===== config.mk =====
export PLATFORM = sky130hd
export DESIGN_NAME = inst_loader
export DESIGN_NICKNAME = d
export VERILOG_FILES = /design/src/rtl/inst_loader_pkg.sv /design/src/rtl/inst_loader_byte_packer.sv /design/src/rtl/inst_loader.sv
export SDC_FILE = /design/constraint.sdc
export NUM_CORES = 1
export LEC_CHECK = 0
export ABC_AREA = 1
export CAP_MARGIN = 20
export CORE_MARGIN = 4
export CORE_UTILIZATION = 50
export CTS_CLUSTER_SIZE = 10
export DETAILED_ROUTE_END_ITERATION = 6
export PLACE_DENSITY = 0.83
export REMOVE_ABC_BUFFERS = 1
export SETUP_SLACK_MARGIN = 0.02
export SLEW_MARGIN = 20
export SYNTH_ARGS = -nofsm -noshare
export SYNTH_HDL_FRONTEND = slang
export SYNTH_HIERARCHICAL = 1
export SYNTH_SLANG_ARGS = --single-unit

===== constraint.sdc =====
create_clock -name clk_in -period 2.3 [get_ports clk_in]
set_input_delay 0.23 -clock clk_in [delete_from_list [all_inputs] [get_ports clk_in]]
set_output_delay 0.23 -clock clk_in [all_outputs]
set_load 0.1 [all_outputs]

===== src/rtl/inst_loader_pkg.sv =====
// Shared pipeline and loader types.
// Latency: n/a. Backpressure: n/a.
// Holds the loader FSM encoding and the framing byte counts of a program image.
package inst_loader_pkg;

    typedef logic [31:0] instr_t;

    typedef enum logic [1:0] {
        STAGE_IF,
        STAGE_ID,
        STAGE_EX,
        STAGE_WB
    } pipe_stage_t;

    localparam int WORD_BYTES = 4;
    localparam int HDR_BYTES  = 4;
    localparam int CSUM_BYTES = 1;

    typedef enum logic [2:0] {
        IDLE,
        HEADER,
        PAYLOAD,
        CHECK,
        DONE,
        ERROR
    } loader_state_t;

endpackage


===== src/rtl/inst_loader_byte_packer.sv =====
// Shifts bytes in little-endian order and flags each completed 32-bit word.
// Latency: word and word_done are combinational in the cycle of the 4th byte.
// Backpressure: none; the caller only asserts shift_en on an accepted byte.
module byte_packer
    import inst_loader_pkg::*;
(
    input  logic        clk_100mhz,
    input  logic        rst_n,
    input  logic        clr,
    input  logic        shift_en,
    input  logic [7:0]  byte_in,
    output instr_t      word,
    output logic        word_done
);

    logic [31:0] sreg;
    logic [1:0]  cnt;

    // The newest byte lands in the top lane, so after four shifts the first byte sits in 7:0.
    assign word      = {byte_in, sreg[31:8]};
    assign word_done = shift_en && (cnt == 2'(WORD_BYTES - 1));

    always_ff @(posedge clk_100mhz or negedge rst_n) begin
        if (!rst_n) begin
            sreg <= '0;
            cnt  <= '0;
        end else if (clr) begin
            sreg <= '0;
            cnt  <= '0;
        end else if (shift_en) begin
            sreg <= word;
            cnt  <= cnt + 2'd1;
        end
    end

endmodule


===== src/rtl/inst_loader.sv =====
// Loads a length-prefixed, checksummed program byte stream into instruction memory.
// Latency: one memory write the cycle after each word's 4th byte.
// Backpressure: valid/ready; ready is high in HEADER, PAYLOAD and CHECK.
module inst_loader
    import inst_loader_pkg::*;
#(
    parameter int ADDR_WIDTH = 12,
    parameter int MAX_WORDS  = 128
) (
    input  logic                  clk_in,
    input  logic                  rst_n_in,
    input  logic                  start_in,
    input  logic [7:0]            byte_in,
    input  logic                  byte_valid_in,
    output logic                  byte_ready_out,
    output logic [ADDR_WIDTH-1:0] mem_addr_out,
    output logic [31:0]           mem_data_out,
    output logic                  mem_we_out,
    output logic                  cpu_rst_out,
    output logic                  busy_out,
    output logic                  done_out,
    output logic                  error_out
);

    localparam int CNT_W = $clog2(MAX_WORDS + 1);

    loader_state_t state, state_nxt;

    logic             xfer;
    logic             start_ok;
    logic             pk_shift;
    logic             pk_done;
    instr_t           pk_word;
    logic             hdr_bad;
    logic             last_word;
    logic [CNT_W-1:0] n_words;
    logic [CNT_W-1:0] word_idx;
    logic [7:0]       csum;

    assign xfer      = byte_valid_in && byte_ready_out;
    assign start_ok  = start_in && (state == IDLE || state == DONE || state == ERROR);
    assign pk_shift  = xfer && (state == HEADER || state == PAYLOAD);
    // The full 32-bit header is range-checked before n_words is truncated to CNT_W.
    assign hdr_bad   = (pk_word == 32'd0) || (pk_word > 32'(MAX_WORDS));
    assign last_word = (word_idx + CNT_W'(1)) == n_words;

    byte_packer u_packer (
        .clk_100mhz (clk_in),
        .rst_n      (rst_n_in),
        .clr        (start_ok),
        .shift_en   (pk_shift),
        .byte_in    (byte_in),
        .word       (pk_word),
        .word_done  (pk_done)
    );

    always_ff @(posedge clk_in or negedge rst_n_in) begin
        if (!rst_n_in) begin
            state <= IDLE;
        end else begin
            state <= state_nxt;
        end
    end

    always_comb begin
        state_nxt = state;
        case (state)
            IDLE, DONE, ERROR: begin
                if (start_in) state_nxt = HEADER;
            end
            HEADER: begin
                if (pk_done) state_nxt = hdr_bad ? ERROR : PAYLOAD;
            end
            PAYLOAD: begin
                if (pk_done && last_word) state_nxt = CHECK;
            end
            CHECK: begin
                if (xfer) state_nxt = (byte_in == csum) ? DONE : ERROR;
            end
            default: state_nxt = IDLE;
        endcase
    end

    always_comb begin
        byte_ready_out = 1'b0;
        busy_out       = 1'b0;
        done_out       = 1'b0;
        error_out      = 1'b0;
        cpu_rst_out    = 1'b1;
        case (state)
            HEADER, PAYLOAD, CHECK: begin
                byte_ready_out = 1'b1;
                busy_out       = 1'b1;
            end
            DONE: begin
                done_out    = 1'b1;
                cpu_rst_out = 1'b0;
            end
            ERROR:   error_out = 1'b1;
            default: ;
        endcase
    end

    always_ff @(posedge clk_in or negedge rst_n_in) begin
        if (!rst_n_in) begin
            n_words      <= '0;
            word_idx     <= '0;
            csum         <= '0;
            mem_we_out   <= 1'b0;
            mem_addr_out <= '0;
            mem_data_out <= '0;
        end else begin
            mem_we_out <= 1'b0;
            if (start_ok) begin
                n_words  <= '0;
                word_idx <= '0;
                csum     <= '0;
            end
            if (state == HEADER && pk_done) begin
                n_words <= pk_word[CNT_W-1:0];
            end
            if (state == PAYLOAD && pk_shift) begin
                csum <= csum + byte_in;
                if (pk_done) begin
                    mem_we_out   <= 1'b1;
                    mem_data_out <= pk_word;
                    mem_addr_out <= ADDR_WIDTH'(word_idx);
                    word_idx     <= word_idx + CNT_W'(1);
                end
            end
        end
    end

endmodule


### Yosys cells after proc, flatten, opt, wreduce, memory -nomap -nowiden

Index checks and enable logic that the tools add are counted.

| word-level totals | value |
|---|---|
| bits in registers | 102 |
| word-level logic and storage cells | 68 |
| input port bits | 12 |
| output and inout bits | 50 |

| cells by class | value |
|---|---|
| add/sub/neg operators | 3 |
| equal/unequal tests | 12 |
| multiplexer cells | 23 |
| $lt $le $gt $ge | 1 |
| reductions and logical operators | 20 |

Operators by type and width:

| operator | number |
|---|---|
| 32-bit two-way mux | 2 |
| 8-bit two-way mux | 6 |
| 32-bit by 8-bit greater-than comparator with 1-bit output (second input constant) | 1 |
| 32-bit logical NOT | 1 |
| 8-bit == test | 2 |
| 3-bit two-way mux | 5 |
| 3-bit case mux with 4 select lines | 1 |
| 8-bit by 1-bit adder with 8-bit output (second input constant) | 1 |
| 8-bit adder | 1 |
| 2-bit inequality test (second input constant) | 4 |
| 1-bit logical AND | 7 |
| 1-bit two-way mux | 7 |
| 3-bit by 2-bit == test with 1-bit output (second input constant) | 2 |
| 3-bit == test (second input constant) | 2 |
| 2-bit nonzero test | 3 |
| 3-bit OR reduction | 2 |
| 1-bit logical OR | 4 |
| 2-bit two-way mux | 2 |
| 4-bit AND reduction | 1 |
| 3-bit by 1-bit == test with 1-bit output (second input constant) | 1 |
| 3-bit logical NOT | 1 |
| 2-bit by 1-bit adder with 2-bit output (second input constant) | 1 |
| 2-bit == test (second input constant) | 1 |
| 2-bit AND reduction | 1 |

### Depth between registers and ports, before layout

| depth | value |
|---|---|
| depth after elaboration | 9 |
| gate-level depth with buffers | 18 |
| depth with buffers taken out | 16 |

### By module

The synthesis kept the hierarchy.

By module, submodules not included:

| module | cells an instance | area each (sq um) | times used | seq. area each (sq um) |
|---|---|---|---|---|
| inst_loader | 449 | 3568.4 | 1 | 1701.6 |
| byte_packer | 125 | 1265.0 | 1 | 650.6 |

### Worst setup path after synthesis

No wires, ideal clock.

| timing path | value |
|---|---|
| path type | reg-to-output |
| start point | reg state[1] |
| end point | out cpu_rst_out |
| arrival | 2742 ps |
| path buffers | 0 |
| required time | 2070 ps |
| cell stages (with the launch flop) | 5 |
| path slack | -672 ps |
| cell sequence | dfrtp_1 -> inv_2 -> nand2_1 -> nor2_1 -> inv_1 |

| between the ends | value |
|---|---|
| word-level cells in the longest chain between the ends | 2 |

Ends and longest elaborated chain:

| what | RTL line | source |
|---|---|---|
| start, declared | inst_loader.sv:27 | `loader_state_t state, state_nxt;` |
| start signal, assigned | inst_loader.sv:61 | `state <= state_nxt;` |
| 3-bit == test | inst_loader.sv:90 | `case (state)` |
| 1-bit two-way mux | inst_loader.sv:90 |  |
| end, declared | inst_loader.sv:19 | `output logic cpu_rst_out,` |

Every way passes these cells.

### Worst setup path after layout

| timing path | value |
|---|---|
| start point | reg state[2] |
| end point | reg word_idx[0] |

| between the ends | value |
|---|---|
| word-level cells in the longest chain between the ends | 8 |
| elaborated cells between the ends (all ways) | 19 |
| those cells by class | eq/ne (5); mux (4); reduce/logical (10) |

Ends and longest elaborated chain:

| what | RTL line | source |
|---|---|---|
| 3-bit by 1-bit == test with 1-bit output (tied with other cells) | inst_loader.sv:42, inst_loader.sv:90 |  |
| 3-bit OR reduction | inst_loader.sv:90 |  |
| 1-bit two-way mux | inst_loader.sv:90 |  |
| 1-bit logical AND | inst_loader.sv:40 | `assign xfer = byte_valid_in && byte_ready_out;` |
| 1-bit logical AND * | inst_loader.sv:42 | `assign pk_shift = xfer && (state == HEADER \|\| state == PAYLOAD);` |
| via pk_shift | inst_loader.sv:31 | `logic pk_shift;` |
| 1-bit logical AND * | inst_loader_byte_packer.sv:21 | `assign word_done = shift_en && (cnt == 2'(WORD_BYTES - 1));` |
| via pk_done | inst_loader.sv:32 | `logic pk_done;` |
| 8-bit two-way mux * | inst_loader.sv:124 | `if (pk_done) begin` |
| 8-bit two-way mux * | inst_loader.sv:122 | `if (state == PAYLOAD && pk_shift) begin` |
| end signal, assigned | inst_loader.sv:128 | `word_idx <= word_idx + CNT_W'(1);` |
| end, declared | inst_loader.sv:37 | `logic [CNT_W-1:0] word_idx;` |

Mark *: on every way through the listed nets, which the timed path passes. The rest lies on a longest branch.
A chain may end at the register's enable or synchronous reset.

==> impl_metrics.toml <==
[critical_path]
start_kind = "register"
critPathKind = "reg -> reg"
slowest_stage = "dfrtp_2"
r2r.worst_path.cells = 13
crit_chain = "nor2_4, nand2_2, nand2_1, inv_1, nor2_2, nand2_1, inv_1, inv_1, nor2_8, buf_4, nand2_1, nand2_1, inv_1"
crit_path_end_kind = "register"
cp_top_family = "simple AND/OR/NAND/NOR gates"
r2r_start = "state[2]"
r2r_setup_slack_ns = 0.25
worst_ep_required_time_ns = 2.57
path_buf_inv = 5
worstPathMaxFanout = 26
critPathMaxStageDelay_ns = 0.45
arrival_ns = 2.32
worstReg2RegEnd = "word_idx[0]"

[placed_design]
dp_hpwl_um = 7435
dpl.cell_count = 737
portBuffers = 57
gp_congestion = 0.8959

[finish]
stdcell_count = 754
fill_cells = 832
nets = 642
syn_to_final_growth_pct = 13.49
diodes = 0
drive_gt1_frac = 0.1888

[yosys]
avgSynthCellArea_um2 = 8.421
synthCells = 574
syn_area_um2 = 4833
ys_ff_latch = 94
synth.distinct_cells = 32
seq_area_frac_synth = 0.4867
yosys_warnings = 6

[floorplanning]
die_h_um = 106.3
initial_utilization = 0.5182
placementRows = 35
io_pins = 62
coreArea_um2 = 9328
die-area_um2 = 11300
dieWidth_um = 106.3

[global_routing]
antenna_found_initial = 0
grt_pass1_vias = 3819
grt_usage = 0.1911
grt_max_degree = 71
grt_pass1_wl_um = 17550
overflow = 0

[routing]
drt_iter0_drc = 186
wl_per_cell_um = 13.65
wl_um = 10290
vias = 3885
detail_route.first_pass.iterations = 5
viasPerCell = 5.153
final_antenna_net_count = 0
post-route-drc-count = 0

[power_and_ir_drop]
p_clk_frac = 0.233
combPwrFrac = 0.316
p_int_w = 0.002575
swShare = 0.4041
power_density_nw_per_um2 = 787.8
p_leak_nw = 2.855
p_seq_frac = 0.450
peakVddDrop_uv = 414.8
switching_power_w = 0.001746

[sta]
max_freq_mhz = 488.5
holdWs_ns = 0.4354
fin_crit_ns = 2.047
drv_slew = 0
slew_headroom = 0.5445
setup_violations = 0
hold_viol_final = 0
min_period_over_period = 0.8900
fin_skew_ns = 0.01202
grt_setup_unrepaired = "false"
worst_slew_pin_slew_ns = 0.6833

[clock_network]
tritoncts = "done"
numCtsBuffers = 9
clock_sinks = 94
clk_pin_slew_ns = 0.09
clockBufferDepth = 2
cts_root_buffer = "clkbuf_8"
htreeDepth = 3
clk_latency_ns = 0.37

[min_path]
hold_class = "in -> async"

[job]
maxCapViolCount = 0

[outcome]
status = "completed"
synthesized netlist by cell type:
master      n  area (um^2)
nand3_2    20        200.2
nand3_1    49        245.2
nor2_1     25        93.84
o21bai_1    1        7.510
inv_1      46        172.7
dfrtp_1    94         2352
o21ai_1    25        125.1
nor4_1      1        6.260
o31ai_1     4        30.03
fa_1        1        20.02
ha_1        9        112.6
nand2_2     8        50.05
buf_2       6        30.03
inv_2       5        18.77
nor2_8      2        40.04
o21ai_0    10        50.05
buf_6      10        112.6
o21ai_2     3        26.28
conb_1      1        3.750
o22ai_1     6        37.54
inv_4       2        12.51
nor2_2      2        12.51
xnor2_1     3        26.28
nand2_1   200        750.7
nor2_4      5        56.30
nor3_1      3        15.01
a21oi_1     5        25.02
buf_4      14        105.1
clkbuf_1    1        3.750
xor2_1      5        43.79
buf_1       1        3.750
nand4_1     7        43.79
flip-flops by register name, summed over array words and instances (netlist names):
signal / count
mem_data_out: 32
u_packer/sreg: 24
csum: 8
mem_addr_out: 8
n_words: 8
word_idx: 8
state: 3
u_packer/cnt: 2
mem_we_out: 1
metrics by stage:
stage	instance area [um^2]	util	total power (W)	setup slack, ns	TNS (ns)
2_1_floorplan	4589	-	0.002886	-1.258	-82.91
3_3_place_gp	5289	0.5670	0.003290	0.2038	0
3_5_place_dp	5289	0.5670	0.003335	0.1134	0
4_1_cts	5475	0.5870	0.004326	0.1740	0
5_1_grt	5485	0.5881	0.004553	0.04135	0
6_report	5485	0.5881	0.004321	0.2530	0
per-layer routing:
layer / global-route usage / routed length, um / up-vias
li1: - / - / 1911
met1: 0.2377 / 4413 / 1846
met2: 0.3348 / 5155 / 108
met3: 0.03339 / 528 / 20
met4: 0.06568 / 196 / 0
met5: 0 / 0 / -
repair_timing:
item	CTS	global route
endpoints found under the setup margin	0	8
resized for setup	0	4
buffers inserted	0	0
hold endpoints to repair	51	0
hold buffers	1	0
cell type report:
type | instances | area (um^2) | area share
well taps | 129 | 161.4 | 0.02943
inverters | 53 | 206.4 | 0.03764
multi-input cells | 398 | 2042 | 0.3723
clock inverters | 4 | 31.28 | 0.005703
clock buffers | 12 | 145.1 | 0.02646
flip-flops and latches | 94 | 2354 | 0.4291
repair buffers | 64 | 545.5 | 0.09945
worst max-delay path by stage:
stage,startpoint,endpoint,cells past startpoint
6_report,state[2],word_idx[0],13
3_5_place_dp,byte_in[0],csum[6],10
2_1_floorplan,state[2],mem_addr_out[4],12
4_1_cts,state[1],mem_data_out[22],13
5_1_grt,state[2],state[2],15
3_3_place_gp,byte_in[0],csum[6],10
cell usage in the layout, fill, tap and decap left out, types with 2 or more instances in the layout:
cell	count
nand2_1	200
dfrtp_1	93
buf_4	50
nand3_1	49
inv_1	46
o21ai_1	25
nor2_1	23
nand3_2	20
o21ai_0	10
clkbuf_8	10
clkdlybuf4s50_1	10
ha_1	9
nand2_2	8
nand4_1	7
o22ai_1	6
inv_2	5
nor2_4	5
xor2_1	5
o31ai_1	4
nor2_2	4
a21oi_1	4
conb_1	4
xnor2_1	3
o21ai_2	3
nor3_1	3
buf_12	3
nor2_8	2
inv_6	2
clkbuf_1	2
clkinv_4	2
logic make-up after synthesis:
group	Yosys count	share of synthesized area
AND/OR/NAND/NOR	322	0.3132
adder cells (fa/ha/maj)	10	0.02744
XOR/XNOR	8	0.01450
other	1	0.0007759
flip-flops	94	0.4867
AO/OA/AOI/OAI	54	0.06239
buffers and inverters	85	0.09500
power by group through the flow:
stage,Sequential [W],Combinational (W),Clock (W)
floorplan,0.00193,0.000957,0
global placement,0.00197,0.00132,0
detailed placement,0.00197,0.00136,0
CTS,0.00194,0.00136,0.00102
global route,0.00197,0.00148,0.00110
finish,0.00195,0.00137,0.00101
No activity file was read; power rests on OpenSTA's default activity.
